File: src/rtl/receptor_defs.sv
// Shared constants for the serial weight receiver: parser state codes and the
// ASCII characters that delimit and make up a weight frame.
package receptor_defs;

  typedef enum logic [3:0] {
    ESPERA_P   = 4'd0,
    DIG0       = 4'd1,
    DIG1       = 4'd2,
    DIG2       = 4'd3,
    ESPERA_FIM = 4'd4,
    ATUALIZA   = 4'd5
  } estado_parser_t;

  localparam logic [7:0] DEF_CHAR_INICIO = 8'h50;
  localparam logic [7:0] DEF_CHAR_FIM    = 8'h0A;
  localparam logic [7:0] ASCII_0         = 8'h30;
  localparam logic [7:0] ASCII_9         = 8'h39;

endpackage

File: src/rtl/rx_serial_8n1.sv
// UART byte receiver: 2-FF synchroniser, re-arm on idle line, mid-bit sampling.
// Optional even parity (8E1) when RX_PARIDADE_EN is defined; 8N1 otherwise.
module rx_serial_8n1 #(
  parameter int CICLOS_POR_BIT = 434
) (
  input  logic       clock,
  input  logic       reset,
  input  logic       entrada_serial,
  output logic [7:0] dado,
  output logic       byte_valido,
  output logic       erro_quadro
);

`ifdef RX_PARIDADE_EN
  typedef enum logic [2:0] {OCIOSO, INICIO, DADOS, PARIDADE, PARADA} estado_rx_t;
`else
  typedef enum logic [2:0] {OCIOSO, INICIO, DADOS, PARADA} estado_rx_t;
`endif

  localparam int                W_CONT   = $clog2(CICLOS_POR_BIT);
  localparam logic [W_CONT-1:0] FIM_BIT  = W_CONT'(CICLOS_POR_BIT - 1);
  localparam logic [W_CONT-1:0] MEIO_BIT = W_CONT'(CICLOS_POR_BIT / 2 - 1);

  logic              r_sinc_p0, r_sinc_p1;
  logic              r_armado;
  estado_rx_t        r_estado, w_prox;
  logic [W_CONT-1:0] r_cont;
  logic [2:0]        r_nbit;
  logic [7:0]        r_dado;
  logic              w_linha, w_zera, w_amostra;

  // stage p0/p1: metastability synchroniser, no reset on the data path
  always_ff @(posedge clock) begin
    r_sinc_p0 <= entrada_serial;
    r_sinc_p1 <= r_sinc_p0;
  end

  assign w_linha = r_sinc_p1;

  // A framing/parity error disarms so a stuck-low line cannot retrigger a start.
  always_ff @(posedge clock) begin
    if (reset)            r_armado <= 1'b0;
    else if (erro_quadro) r_armado <= 1'b0;
    else if (w_linha)     r_armado <= 1'b1;
  end

  always_ff @(posedge clock) begin
    if (reset) r_estado <= OCIOSO;
    else       r_estado <= w_prox;
  end

  always_comb begin
    w_prox      = r_estado;
    w_zera      = 1'b0;
    w_amostra   = 1'b0;
    byte_valido = 1'b0;
    erro_quadro = 1'b0;
    case (r_estado)
      OCIOSO: begin
        w_zera = 1'b1;
        if (r_armado && !w_linha) w_prox = INICIO;
      end
      INICIO: if (r_cont == MEIO_BIT) begin
        w_zera = 1'b1;
        w_prox = w_linha ? OCIOSO : DADOS;
      end
      DADOS: if (r_cont == FIM_BIT) begin
        w_zera    = 1'b1;
        w_amostra = 1'b1;
`ifdef RX_PARIDADE_EN
        if (r_nbit == 3'd7) w_prox = PARIDADE;
`else
        if (r_nbit == 3'd7) w_prox = PARADA;
`endif
      end
`ifdef RX_PARIDADE_EN
      PARIDADE: if (r_cont == FIM_BIT) begin
        w_zera = 1'b1;
        if (^{r_dado, w_linha}) begin
          erro_quadro = 1'b1;
          w_prox      = OCIOSO;
        end else begin
          w_prox = PARADA;
        end
      end
`endif
      PARADA: if (r_cont == FIM_BIT) begin
        w_zera      = 1'b1;
        w_prox      = OCIOSO;
        byte_valido = w_linha;
        erro_quadro = !w_linha;
      end
      default: w_prox = OCIOSO;
    endcase
  end

  always_ff @(posedge clock) begin
    r_cont <= w_zera ? '0 : r_cont + 1'b1;
    if (r_estado == OCIOSO) r_nbit <= 3'd0;
    else if (w_amostra)     r_nbit <= r_nbit + 3'd1;
    if (w_amostra) r_dado <= {w_linha, r_dado[7:1]};
  end

  assign dado = r_dado;

endmodule

File: src/rtl/receptor_peso_serial.sv
// Serial weight receiver: decodes "P<ddd>\n" frames into pesoMax plus a command
// strobe. Even-parity reception is enabled by defining RX_PARIDADE_EN.
module receptor_peso_serial
  import receptor_defs::*;
#(
  parameter int         CICLOS_POR_BIT = 434,
  parameter logic [7:0] CHAR_INICIO    = DEF_CHAR_INICIO,
  parameter logic [7:0] CHAR_FIM       = DEF_CHAR_FIM
) (
  input  logic       clock,
  input  logic       reset,
  input  logic       entrada_serial,
  output logic [9:0] pesoMax,
  output logic       pesoMaxIgualZero,
  output logic       comando,
  output logic       erro,
  output logic [3:0] db_estado
);

  logic [7:0]     w_dado;
  logic           w_byte_valido, w_erro_quadro;
  estado_parser_t r_estado, w_prox;
  logic [9:0]     r_acc, r_peso;
  logic           r_peso_zero, r_erro;
  logic           w_digito, w_limpa, w_soma, w_atualiza, w_erro_parse;

  function automatic logic [9:0] acumula(input logic [9:0] acc, input logic [7:0] c);
    logic [7:0] d;
    d = c - ASCII_0;
    return (acc << 3) + (acc << 1) + {2'b00, d};
  endfunction

  function automatic estado_parser_t proximo_digito(input estado_parser_t e);
    case (e)
      DIG0:    return DIG1;
      DIG1:    return DIG2;
      default: return ESPERA_FIM;
    endcase
  endfunction

  rx_serial_8n1 #(.CICLOS_POR_BIT(CICLOS_POR_BIT)) u_rx (
    .clock          (clock),
    .reset          (reset),
    .entrada_serial (entrada_serial),
    .dado           (w_dado),
    .byte_valido    (w_byte_valido),
    .erro_quadro    (w_erro_quadro)
  );

  assign w_digito = (w_dado >= ASCII_0) && (w_dado <= ASCII_9);

  always_comb begin
    w_prox       = r_estado;
    w_limpa      = 1'b0;
    w_soma       = 1'b0;
    w_atualiza   = 1'b0;
    w_erro_parse = 1'b0;
    if (r_estado == ATUALIZA) begin
      w_prox = ESPERA_P;
    end else if (w_erro_quadro) begin
      w_prox = ESPERA_P;
    end else if (w_byte_valido) begin
      if (w_dado == CHAR_INICIO) begin
        w_prox  = DIG0;
        w_limpa = 1'b1;
      end else if (r_estado == ESPERA_FIM) begin
        if (w_dado == CHAR_FIM) begin
          w_prox     = ATUALIZA;
          w_atualiza = 1'b1;
        end else begin
          w_prox       = ESPERA_P;
          w_erro_parse = 1'b1;
        end
      end else if (r_estado != ESPERA_P) begin
        if (w_digito) begin
          w_soma = 1'b1;
          w_prox = proximo_digito(r_estado);
        end else begin
          w_prox       = ESPERA_P;
          w_erro_parse = 1'b1;
        end
      end
    end
  end

  // pesoMax is loaded on the LF byte so it is already valid while comando is high
  always_ff @(posedge clock) begin
    if (reset) begin
      r_estado    <= ESPERA_P;
      r_peso      <= 10'd0;
      r_peso_zero <= 1'b1;
      r_erro      <= 1'b0;
    end else begin
      r_estado <= w_prox;
      r_erro   <= w_erro_quadro | w_erro_parse;
      if (w_atualiza) begin
        r_peso      <= r_acc;
        r_peso_zero <= (r_acc == 10'd0);
      end
    end
  end

  always_ff @(posedge clock) begin
    if (w_limpa)     r_acc <= 10'd0;
    else if (w_soma) r_acc <= acumula(r_acc, w_dado);
  end

  assign pesoMax          = r_peso;
  assign pesoMaxIgualZero = r_peso_zero;
  assign comando          = (r_estado == ATUALIZA);
  assign erro             = r_erro;
  assign db_estado        = r_estado;

endmodule

File: config.mk
export PLATFORM = sky130hd
export DESIGN_NAME = receptor_peso_serial
export DESIGN_NICKNAME = d
export VERILOG_FILES = /design/src/rtl/receptor_defs.sv /design/src/rtl/rx_serial_8n1.sv /design/src/rtl/receptor_peso_serial.sv
export SDC_FILE = /design/constraint.sdc
export NUM_CORES = 1
export LEC_CHECK = 0
export ABC_CLOCK_PERIOD_IN_PS = 3350
export CAP_MARGIN = 30
export CORE_MARGIN = 3
export CORE_UTILIZATION = 25
export DETAILED_ROUTE_END_ITERATION = 8
export HOLD_SLACK_MARGIN = 0.03
export PLACE_DENSITY = 0.49
export SLEW_MARGIN = 20
export SYNTH_ARGS = -nofsm -noshare
export SYNTH_HDL_FRONTEND = slang
export SYNTH_SLANG_ARGS = --single-unit
File: constraint.sdc
create_clock -name clock -period 3.35 [get_ports clock]
set_input_delay 0.335 -clock clock [delete_from_list [all_inputs] [get_ports clock]]
set_output_delay 0.335 -clock clock [all_outputs]
set_load 0.01 [all_outputs]
# Yosys cells after proc, flatten, opt, wreduce, memory -nomap -nowiden
# Index checks and enable logic that the tools add are counted.
dict set report op_classes {
  add_sub_neg 5
  magnitude_cmp 2
  n_eq_ne 17
  muxes 46
  bitwise 1
  n_reduce_logical 12
}
# cell count
set op_table {}
lappend op_table {{1-bit 2-to-1 mux} 32}
lappend op_table {{3-bit 2-to-1 mux} 6}
lappend op_table {{4-bit 2-to-1 mux} 4}
lappend op_table {{3-bit case mux with 4 select lines} 1}
lappend op_table {{10-bit adder} 1}
lappend op_table {{10-bit by 8-bit adder with 10-bit output} 1}
lappend op_table {{10-bit zero test} 1}
lappend op_table {{2-bit by 1-bit != test with 1-bit output, second input constant} 5}
lappend op_table {{9-bit by 1-bit adder with 9-bit output, second input constant} 1}
lappend op_table {{9-bit by 8-bit equality test with 1-bit output, second input constant} 1}
lappend op_table {{9-bit equality test, second input constant} 1}
lappend op_table {{4-bit by 3-bit equality test with 1-bit output, second input constant} 2}
lappend op_table {{8-bit by 4-bit equality test with 1-bit output, second input constant} 1}
lappend op_table {{8-bit by 7-bit equality test with 1-bit output, second input constant} 1}
lappend op_table {{8-bit by 6-bit >= comparator with 1-bit output, second input constant} 1}
lappend op_table {{8-bit by 6-bit less-or-equal comparator with 1-bit output, second input constant} 1}
lappend op_table {{8-bit by 6-bit subtractor with 8-bit output, second input constant} 1}
lappend op_table {{3-bit by 2-bit equality test with 1-bit output, second input constant} 2}
lappend op_table {{3-bit case mux with 2 select lines} 1}
lappend op_table {{5-bit AND reduction} 1}
lappend op_table {{4-bit by 1-bit equality test with 1-bit output, second input constant} 1}
lappend op_table {{4-bit by 2-bit equality test with 1-bit output, second input constant} 1}
lappend op_table {{4-bit nonzero test} 1}
lappend op_table {{2-bit OR reduction} 2}
lappend op_table {{12 further kinds} 13}
dict set report word_totals {
  register_bits 52
  output_inout_bits 17
  elab_cells 95
}

# Logic depth before layout (Yosys ltp)
# Gate-level depths: netlist of run 1.
dict set report logic_depth {
  depth_word 10
  depth_mapped 10
}

# Modules after synthesis
# From an unflattened synthesis of run 1, not the netlist that was laid out.
dict set report unflattened {
  hier_cells 267
  hier_area_um2 2746.4
}
# mod instances cells_each area_per_inst_um2 seq_area_each_um2
set by_module_without_submodules {}
lappend by_module_without_submodules {receptor_peso_serial 1 173 1674.1 500.5}
lappend by_module_without_submodules {rx_serial_8n1 1 94 1072.3 580.6}

# Worst setup path before layout of run 1
# OpenSTA, ideal clock, no wires.
dict set report synth_timing {
  kind {reg2reg}
  start {register u_rx.r_dado[4] (netlist: u_rx.dado[4])}
  end {register r_acc[9]}
  setup_ns 0.123
  t_arrival_ns 2.357
  t_required_ns 3.227
  path_slack_ns 0.871
  stages_incl_launch_ff 11
  n_path_buf 0
  cell_sequence {edfxtp_1 -> ha_1 -> xor2_1 -> fa_1 -> inv_1 -> ha_1 -> a41oi_1 -> o21ai_0 -> o31ai_1 -> xnor2_1 -> o21ai_0}
}
dict set report synth_via {
  elab_chain_len 9
  elab_cells_between_ends 17
  cone_classes {add/sub (2); order compare (2); eq/ne (1); mux (11); reduce/logical (1)}
}
# element line
set synth_lines {}
lappend synth_lines {{start, declared} rx_serial_8n1.sv:29} ;# logic [7:0] r_dado;
lappend synth_lines {{start signal, assigned} rx_serial_8n1.sv:101} ;# if (w_amostra) r_dado <= {w_linha, r_dado[7:1]};
lappend synth_lines {{8-bit by 6-bit >= comparator with 1-bit output / 8-bit by 6-bit less-or-equal comparator with 1-bit output (equally long branches)} receptor_peso_serial.sv:50} ;# assign w_digito = (w_dado >= ASCII_0) && (w_dado <= ASCII_9);
lappend synth_lines {{1-bit logical AND} receptor_peso_serial.sv:50}
lappend synth_lines {{1-bit 2-to-1 mux} receptor_peso_serial.sv:75} ;# if (w_digito) begin
lappend synth_lines {{1-bit 2-to-1 mux} receptor_peso_serial.sv:74} ;# end else if (r_estado != ESPERA_P) begin
lappend synth_lines {{1-bit 2-to-1 mux} receptor_peso_serial.sv:66} ;# end else if (r_estado == ESPERA_FIM) begin
lappend synth_lines {{1-bit 2-to-1 mux} receptor_peso_serial.sv:63} ;# if (w_dado == CHAR_INICIO) begin
lappend synth_lines {{1-bit 2-to-1 mux} receptor_peso_serial.sv:62} ;# end else if (w_byte_valido) begin
lappend synth_lines {{1-bit 2-to-1 mux} receptor_peso_serial.sv:60} ;# end else if (w_erro_quadro) begin
lappend synth_lines {{1-bit 2-to-1 mux} receptor_peso_serial.sv:58} ;# if (r_estado == ATUALIZA) begin
lappend synth_lines {{end signal, assigned} receptor_peso_serial.sv:105} ;# else if (w_soma) r_acc <= acumula(r_acc, w_dado);
lappend synth_lines {{end, declared} receptor_peso_serial.sv:23} ;# logic [9:0] r_acc, r_peso;
# Several ways; a longest one is shown, not always the timed one.
# A chain may end at the register's enable or synchronous reset.

# Worst setup path after layout of run 1
# Same ends and word-level chain as after synthesis.

==> metrics.md, run 1 <==
| Metric | Value |
|---|---|
| Via count | 1764 |
| Internal | 0.833 mW |
| RR Endpoint | r_acc[9]$_SDFFE_PP0P_ |
| Initial antenna violation count | 0 |
| CTS sink cnt | 50 |
| GR Overflow Total | 0 |
| Worst-Margin Slew | 0.725 ns |
| Period minus WS final | 2.60 ns |
| Hold_sp | u_rx.r_sinc_p0$_DFF_P_ |
| Post-synthesis register bit count | 50 |
| Die area | 11500 µm² |
| Power share of the clock group | 39.2% |
| Synth warn | 0 |
| Post-CTS Resized | 0 |
| Final hold violations | 0 |
| TritonCTS Buffers | 5 |
| Flop pwr share | 58.9% |
| # fillers | 1008 |
| I/O pin cnt | 20 |
| Clock buffer depth | 2 |
| Leak pwr | 1.17 nW |
| Cell depth of the worst flop-to-flop path | 10 |
| Psw | 0.215 mW |
| Top cells by area, synth | dfxtp_1 33%, edfxtp_1 9.4%, ha_1 8.8%, fa_1 4.7%, mux2i_1 4.3% |
| Post-Syn Area | 2550 µm² |
| Final antenna-violating net count | 0 |
| WHS Path Cells | 0 |
| Worst setup SP type | flop |
| Area leader, netlist | dfxtp_1 |
| Crit-path cells | ha_1 -> xor2_1 -> fa_1 -> inv_1 -> ha_1 -> a41oi_1 -> o21ai_0 -> o31ai_1 -> xnor2_1 -> o21ai_0 |
| Highest-delay cell along the critical path | fa_1 |
| Crit end category | flop |
| RSZ-0062 raised after global routing | no |
| Total Wirelength | 4900 µm |
| Ys flop type | dfxtp_1 |
| Ys async rst share | 0% |
| Clock slew at reported path FFs | 0.09 ns |
| Relative slew slack | 51.5% |
| CP required | 3.54 ns |
| Worst R2R Setup Slack | 0.75 ns |
| Max-Cap Viols | 0 |
| Top-area cell type share of the netlist area | 32.9% |
| VDD IR max | 0.141 mV |
| Post-synth EDFFs | 8 |
| Global placer's final weighted congestion | 0.749 |
| Commonest non-fill, non-tap cell in the layout | dfxtp_1 |
| Sw Ratio | 20.5% |
| Largest net degree at the start of global routing | 16 |
| Outcome | complete, no violations |
| Signal arrival time at the worst endpoint | 2.79 ns |
| Total GRT Usage | 9.48% |
| TNS Setup | 0 ns |
| Logic pwr share | 1.9% |
| Final Cycle Share | 77.6% |
| I/O Buffers | 18 |
| Bufs and invs on worst path | 1 |
| H-tree depth | 2 |
| CTS tree | built |
| Register area share after synthesis | 42.4% |
| Worst hold margin | 0.336 ns |
| First-pass GRT wire length | 8660 µm |
| Fmax | 384 MHz |
| Hold EP | u_rx.r_sinc_p1$_DFF_P_ |
| Max stage delay on crit path | 0.48 ns |
| Worst min-delay path category | flop to flop |
| Skew-Pair Late Insertion Delay | 0.30 ns |
| Crit-path max FO | 5 |
| Initial Util | 25.9% |
| Post-CTS Setup Inserts | 0 |
| Final clock skew | 0.00617 ns |
| Gate Count Post-Synth | 254 |
| Net Count, Synth | 281 |
| Layout cell share with drive strength beyond 1 | 5.86% |
| Worst setup margin | 0.749 ns |
| Via density | 4.34 |
| Syn_area_per_cell | 10.0 µm² |
| Vias in the first global route | 1720 |
| Most frequent cells in the layout | 42 x dfxtp_1, 29 x nor2_1, 18 x ha_1, 18 x clkdlybuf4s50_1, 16 x inv_1 |
| Net count, final | 299 |
| Core box area | 9860 µm² |
| # DRC | 0 |
| Crit Path Category | flop to flop |
| Max-slew violations | 0 |
| DRT Pass-1 Iters | 4 |
| Post-Place Setup Slack | 0.736 ns |
| Area delta synth->final | 16.7% |
| DP HPWL | 3760 µm |
| Wire length per cell | 12.1 µm |
| Worst path top cell family by delay | adder cells |
| Power per Cell Area | 352 nW/µm² |
| Netlist cell types | 48 |
| Root Driver | clkbuf_8 |
| DIE HEIGHT | 107 µm |
| Hold buffer count at CTS | 0 |
| Overall Power | 1.05 mW |
| Final setup violating endpoints | 0 |
| Initial DRC Count | 62 |
| FF-to-FF Start | u_rx.dado[4]$_DFFE_PP_ |
| Rows | 36 |
| Die X | 107 µm |
| Antenna Cells | 0 |
==> sequential cells by signal, summed over array words and instances, names as in the netlist <==
register,count
u_rx.r_cont,9
u_rx.r_nbit,3
u_rx.r_armado,1
db_estado,3
u_rx.r_sinc_p0,1
u_rx.r_estado,2
u_rx.dado,8
u_rx.r_sinc_p1,1
r_acc,10
pesoMaxIgualZero,1
erro,1
pesoMax,10
==> synth_stat cells (2+ instances only) <==
master,n
mux2i_1,11
a21oi_1,11
nand3_1,4
ha_1,18
nand4_1,4
a22o_1,6
fa_1,6
nor2b_1,4
nor3_1,9
nor2_1,29
o21ai_0,11
clkbuf_1,4
xnor2_1,8
nand2_1,15
nor4bb_1,2
a31oi_1,2
a21o_1,3
inv_1,16
dfxtp_1,42
nor3b_1,4
edfxtp_1,8
buf_2,2
nand2b_1,2
xor2_1,9
==> stage by stage <==
stage,util (%),cell area [µm²],cells
after floorplan,-,2550,254
after global placement,29.1,2870,398
after detailed placement,29.1,2870,398
after CTS,30.2,2980,406
after global routing,30.2,2980,406
final,30.2,2980,406
==> worst reg2reg max path: cells and delay by family (launching register included) <==
family | cells | cell delay [ns]
AO/OA/AOI/OAI | 4 | 0.66
XOR/XNOR | 2 | 0.30
adder cells (fa/ha/maj) | 3 | 1.04
buffers and inverters | 1 | 0.04
flip-flops | 1 | 0.46
==> cell families (layout without fill, tap and decap cells) <==
kind of cell	count (synthesis)	after routing	synth area share (%)
and+or+nand+nor	83	83	18.4
xor gates and xnor gates	17	17	5.83
AOI/OAI and AO/OA	42	42	10.7
other	1	1	0.147
muxes	12	12	4.76
adders and majority gates	24	24	13.5
DFF	50	50	42.4
buffers and inverters	25	44	4.22
==> area by class of cell <==
| class | count | area (µm²) | area share, % |
|---|---|---|---|
| multi-input combinational | 179 | 1360 | 45.8 |
| sequential | 50 | 1080 | 36.3 |
| inverter | 16 | 60.1 | 2.02 |
| timing repair buffer | 20 | 195 | 6.55 |
| clock buffer | 8 | 111 | 3.74 |
| tap | 133 | 166 | 5.59 |
==> how the worst max path moves through the flow <==
stage                                 startpoint  slack (ns)                    end  cells past startpoint
after floorplan           u_rx.dado[4]$_DFFE_PP_        0.87  r_acc[9]$_SDFFE_PP0P_                     10
after global placement    u_rx.dado[4]$_DFFE_PP_        0.76  r_acc[9]$_SDFFE_PP0P_                     10
after detailed placement  u_rx.dado[4]$_DFFE_PP_        0.74  r_acc[9]$_SDFFE_PP0P_                     10
after CTS                 u_rx.dado[4]$_DFFE_PP_        0.72  r_acc[9]$_SDFFE_PP0P_                     10
after global routing      u_rx.dado[4]$_DFFE_PP_        0.50  r_acc[9]$_SDFFE_PP0P_                     10
final                     u_rx.dado[4]$_DFFE_PP_        0.75  r_acc[9]$_SDFFE_PP0P_                     10
==> power by group through the flow <==
stage,clock (mW),sequential (mW),combinational [mW]
after global routing,0.452,0.619,0.0228
after detailed placement,0,0.632,0.0203
after floorplan,0,0.628,0.0171
after global placement,0,0.631,0.0202
after CTS,0.424,0.618,0.0205
final,0.410,0.618,0.0200
==> per-layer routing <==
metal	up-vias	part of all wire, %	GRT usage, %
li1	917	-	-
met1	810	53	13.5
met2	31	42	14.0
met3	6	3.0	2.11
met4	0	1.6	3.29
met5	-	0	0
Note: power is estimated with default switching activity, not from simulation.
==> inputs of run 2 (changes only) <==
Settings changed: ABC_CLOCK_PERIOD_IN_PS 3350 to 2600.
Clock period 3.35 ns to 2.6 ns, I/O delays scaled along.
==> run 2 against run 1 <==
Effect of this change: core utilization is 1.1 points higher; cell count is 3.9% higher; total power is 19% higher; clock skew is 0.0027 ns lower; combinational power is 56% higher; via count is 4.9% higher; register-to-register slack worse by 0.60 ns; sequential share of layout area is 1.3 points lower; hold slack worse by 0.0027 ns; largest power group unchanged.
==> metrics.md, run 2 (same netlist as run 1, synthesis figures left out) <==
| Metric | Value |
|---|---|
| H-tree depth | 2 |
| Antenna Cells | 0 |
| Clock slew at reported path FFs | 0.08 ns |
| Crit end category | flop |
| Power per Cell Area | 405 nW/µm² |
| Via count | 1850 |
| Hold_sp | u_rx.r_sinc_p0$_DFF_P_ |
| Final hold violations | 0 |
| Outcome | complete, no violations |
| Internal | 0.987 mW |
| Psw | 0.265 mW |
| Skew-Pair Late Insertion Delay | 0.30 ns |
| Bufs and invs on worst path | 1 |
| Period minus WS final | 2.46 ns |
| Max-Cap Viols | 0 |
| Area delta synth->final | 21.0% |
| Initial DRC Count | 50 |
| Core box area | 9860 µm² |
| RSZ-0062 raised after global routing | yes |
| Crit-path max FO | 4 |
| Final clock skew | 0.00346 ns |
| VDD IR max | 0.213 mV |
| Die X | 107 µm |
| Net count, final | 316 |
| Hold buffer count at CTS | 0 |
| Max stage delay on crit path | 0.44 ns |
| TNS Setup | 0 ns |
| DIE HEIGHT | 107 µm |
| Final antenna-violating net count | 0 |
| Final Cycle Share | 94.5% |
| Rows | 36 |
| Fmax | 407 MHz |
| Worst min-delay path category | flop to flop |
| Wire length per cell | 12.2 µm |
| Total Wirelength | 5160 µm |
| Sw Ratio | 21.1% |
| Via density | 4.38 |
| Highest-delay cell along the critical path | fa_1 |
| Max-slew violations | 0 |
| Commonest non-fill, non-tap cell in the layout | dfxtp_1 |
| Power share of the clock group | 34.0% |
| Signal arrival time at the worst endpoint | 2.64 ns |
| GR Overflow Total | 0 |
| Crit-path cells | inv_1 -> ha_1 -> fa_1 -> ha_1 -> a41oi_2 -> o21ai_2 -> o31ai_2 -> xnor2_1 -> o21ai_0 |
| Largest net degree at the start of global routing | 14 |
| First-pass GRT wire length | 8900 µm |
| Worst setup SP type | flop |
| Worst-Margin Slew | 0.580 ns |
| FF-to-FF Start | u_rx.dado[4]$_DFFE_PP_ |
| Relative slew slack | 61.0% |
| # fillers | 1016 |
| Worst setup path startpoint | u_rx.dado[4]$_DFFE_PP_ |
| CTS tree | built |
| Leak pwr | 1.23 nW |
| Overall Power | 1.25 mW |
| Vias in the first global route | 1838 |
| Worst path top cell family by delay | adder cells |
| Global placer's final weighted congestion | 0.777 |
| DP HPWL | 3920 µm |
| Initial antenna violation count | 0 |
| # DRC | 0 |
| DRT Pass-1 Iters | 4 |
| I/O pin cnt | 20 |
| Crit Path Category | flop to flop |
| TritonCTS Buffers | 5 |
| Total GRT Usage | 9.71% |
| CTS sink cnt | 50 |
| CP required | 2.78 ns |
| Root Driver | clkbuf_8 |
| I/O Buffers | 18 |
| Most frequent cells in the layout | 42 x dfxtp_1, 29 x nor2_1, 19 x buf_4 |
| Layout cell share with drive strength beyond 1 | 12.1% |
| Die area | 11500 µm² |
| Final setup violating endpoints | 0 |
| Top cell by count, worst path | ha_1 |
| Flop pwr share | 63.5% |
| Logic pwr share | 2.5% |
| Clock buffer depth | 2 |
| Initial Util | 25.9% |
-- run 2: changes by cell type in the layout (fill, tap and decap cells not counted), sizes merged --
cell,change
clkbuf,-1
buf,+17
-- run 2: power groups by stage --
stage	registers (mW)	logic [mW]	clock network (mW)
2_1_floorplan	0.810	0.0220	0
3_3_place_gp	0.812	0.0316	0
3_5_place_dp	0.812	0.0317	0
4_1_cts	0.794	0.0318	0.455
5_1_grt	0.795	0.0354	0.478
6_report	0.794	0.0313	0.426
-- run 2: repair_timing --
item | CTS | global route
cloned | 0 | 0
pin swaps | 1 | 2
resized for setup | 2 | 4
buffers inserted | 1 | 0
endpoints found under the setup margin | 1 | 1
-- run 2: final cells by class --
cell class,count,area (µm²),share of cell area [%]
clock buffers,7,76.3,2.47
inverters,16,60.1,1.94
multi-input cells,179,1380,44.8
flip-flops and latches,50,1080,35.0
well taps,133,166,5.39
repair buffers,37,323,10.4
-- run 2: path summary, 6_finish.rpt --
check / endpoint / slack [ns] / cells after the start
worst min-delay path: u_rx.r_sinc_p1$_DFF_P_ / 0.33 / 0
worst min register to register: u_rx.r_sinc_p1$_DFF_P_ / 0.33 / 0
worst max-delay path: r_acc[9]$_SDFFE_PP0P_ / 0.14 / 9
worst max register to register: r_acc[9]$_SDFFE_PP0P_ / 0.14 / 9
-- run 2: layer usage --
layer	vias to the layer above	GRT usage [%]	part of all wire (%)	wire length [µm]
met5	-	0	0	0
met4	0	3.56	1.7	87
met3	7	1.93	3.0	153
met2	29	14.6	43	2210
met1	864	13.7	53	2710
li1	950	-	-	-
-- run 2: per-stage QoR --
step	util, %	instance area [µm²]	std cells	hold slack, ns	setup slack (ns)
3_5_place_dp	30.3	2990	414	0.313	-0.0312
2_1_floorplan	-	2550	254	0.288	0.121
5_1_grt	31.3	3090	422	0.340	-0.00185
4_1_cts	31.2	3070	422	0.335	0.0194
6_report	31.3	3090	422	0.333	0.144
3_3_place_gp	30.3	2990	414	0.311	0.0351
==> inputs of run 3 (changes only) <==
Settings changed: CORE_MARGIN 3 to unset.
==> run 3 against run 2 <==
Effect of this change: global-route usage up 1.0 points; sequential share of layout area down 0.26 points; first-iteration DRC count up 30%; critical path depth up 1; critical path type unchanged.
==> metrics.md, run 3 (same netlist as run 1, synthesis figures left out) <==
| Metric | Value |
|---|---|
| FF-to-FF Start | u_rx.dado[5]$_DFFE_PP_ |
| Power per Cell Area | 410 nW/µm² |
| Vias in the first global route | 1766 |
| RSZ-0062 raised after global routing | no |
| Total Wirelength | 5210 µm |
| Non-Filler Instances | 421 |
| Final setup violating endpoints | 0 |
| Crit-path max FO | 3 |
| Final hold violations | 0 |
| Post-Place Setup Slack | -0.0606 ns |
| DR top layer | met4 |
| Worst setup SP type | flop |
| Worst-Margin Slew | 0.657 ns |
| Met2 wire length | 2300 µm |
| Psw | 0.263 mW |
| Via density | 4.39 |
| DRT Pass-1 Iters | 4 |
| Outcome | complete, no violations |
| Rows | 36 |
| Overall Power | 1.28 mW |
| WHS Path Cells | 0 |
| Clock slew at reported path FFs | 0.09 ns |
| H-tree depth | 2 |
| Core box area | 9820 µm² |
| Via count | 1850 |
| Internal | 1.01 mW |
| Hold EP | u_rx.r_sinc_p1$_DFF_P_ |
| Sw Ratio | 20.6% |
| Initial antenna violation count | 0 |
| Layout cell share with drive strength beyond 1 | 12.8% |
| Flop pwr share | 62.2% |
| Die area | 10600 µm² |
| Max-slew violations | 0 |
| Cell count after placement | 409 |
| Leak pwr | 1.23 nW |
| Cell depth of the worst flop-to-flop path | 10 |
| # DRC | 0 |
| Crit end category | flop |
| TNS Setup | 0 ns |
| Worst R2R Setup Slack | 0.13 ns |
| Max-Cap Viols | 0 |
| Hold_sp | u_rx.r_sinc_p0$_DFF_P_ |
| GR Overflow Total | 0 |
| DIE HEIGHT | 103 µm |
| Relative slew slack | 56.1% |
| Reg area | 1080 µm² |
| Hold buffer count at CTS | 0 |
| Final Cycle Share | 95.2% |
| Net count, final | 314 |
| Final antenna-violating net count | 0 |
| Logic pwr share | 2.3% |
| Clock buffer depth | 2 |
| Routed length on met3 | 170 µm |
| Footprint of the multi-input gates | 1400 µm² |
| CP required | 2.77 ns |
| Worst min-delay path category | flop to flop |
| DP HPWL | 3970 µm |
| Period minus WS final | 2.47 ns |
| Area delta synth->final | 22.1% |
| Largest net degree at the start of global routing | 17 |
| Root Driver | clkbuf_8 |
| Metal-1 WL | 2670 µm |
| TritonCTS Buffers | 5 |
| Total GRT Usage | 10.7% |
| Final clock skew | 0.00774 ns |
| # fillers | 1076 |
| CTS tree | built |
| I/O Buffers | 18 |
| CTS sink cnt | 50 |
| Antenna Cells | 0 |
| Worst setup margin | 0.125 ns |
| Most frequent cells in the layout | 41 x dfxtp_1, 29 x nor2_1, 18 x clkdlybuf4s50_1 |
| Initial Util | 26.0% |
| Fmax | 404 MHz |
| Crit Path Category | flop to flop |
| Skew-Pair Late Insertion Delay | 0.29 ns |
| VDD IR max | 0.219 mV |
| Wire length per cell | 12.4 µm |
| Global placer's final weighted congestion | 0.778 |
| Power share of the clock group | 35.5% |
| Signal arrival time at the worst endpoint | 2.65 ns |
| Commonest non-fill, non-tap cell in the layout | dfxtp_1 |
| I/O pin cnt | 20 |
| Post-route core utilization | 31.7% |
| Initial DRC Count | 65 |
| First-pass GRT wire length | 8740 µm |
| RR Endpoint | r_acc[9]$_SDFFE_PP0P_ |
| Die X | 103 µm |
==> run 3: layout make-up <==
type / instances / share of cell area (%)
multi-input cells: 179 / 44.8
inverters: 16 / 1.93
clock inverters: 1 / 0.161
flip-flops and latches: 50 / 34.7
repair buffers: 35 / 10.3
clock buffers: 7 / 2.77
well taps: 133 / 5.34
==> run 3: what timing repair did <==
item	CTS	global route
pin swaps	1	2
resized for setup	2	6
endpoints found under the setup margin	1	3
buffers inserted	3	1
==> run 3: metrics by stage <==
step | hold slack, ns | area [µm²]
after CTS | 0.343 | 3080
after floorplan | 0.288 | 2550
after global routing | 0.352 | 3120
after detailed placement | 0.321 | 2960
final | 0.337 | 3120
after global placement | 0.311 | 2960
==> run 3: how the worst max path moves through the flow <==
stage / endpoint / from / cells after the start / slack [ns]
after detailed placement: r_acc[9]$_SDFFE_PP0P_ / u_rx.dado[4]$_DFFE_PP_ / 10 / -0.06
final: r_acc[9]$_SDFFE_PP0P_ / u_rx.dado[5]$_DFFE_PP_ / 10 / 0.13
after global routing: r_acc[9]$_SDFFE_PP0P_ / u_rx.dado[5]$_DFFE_PP_ / 10 / 0.007
after floorplan: r_acc[9]$_SDFFE_PP0P_ / u_rx.dado[4]$_DFFE_PP_ / 10 / 0.12
after CTS: r_acc[9]$_SDFFE_PP0P_ / u_rx.dado[4]$_DFFE_PP_ / 10 / 0.02
after global placement: r_acc[9]$_SDFFE_PP0P_ / u_rx.dado[4]$_DFFE_PP_ / 10 / 0.04
==> run 3: critical path, cell delays in order, from the launching register on <==
cell      delay (ns)
edfxtp_1        0.43
ha_2            0.22
xor2_1          0.15
fa_1            0.49
inv_1           0.04
ha_1            0.31
a41oi_2         0.16
o21ai_1         0.11
o31ai_2         0.22
xnor2_1         0.14
o21ai_0         0.08
==> run 3: power groups by stage <==
| stage | clock network (mW) | registers [mW] | logic [mW] |
|---|---|---|---|
| 3_5_place_dp | 0 | 0.813 | 0.0294 |
| 5_1_grt | 0.508 | 0.796 | 0.0327 |
| 2_1_floorplan | 0 | 0.810 | 0.0220 |
| 4_1_cts | 0.482 | 0.795 | 0.0299 |
| 3_3_place_gp | 0 | 0.812 | 0.0296 |
| 6_report | 0.454 | 0.795 | 0.0290 |
==> run 3: layer usage <==
layer,vias to the layer above,global-route usage (%)
li1,953,-
met1,858,14.6
met2,33,17.2
met3,6,2.31
met4,0,2.93
met5,-,0
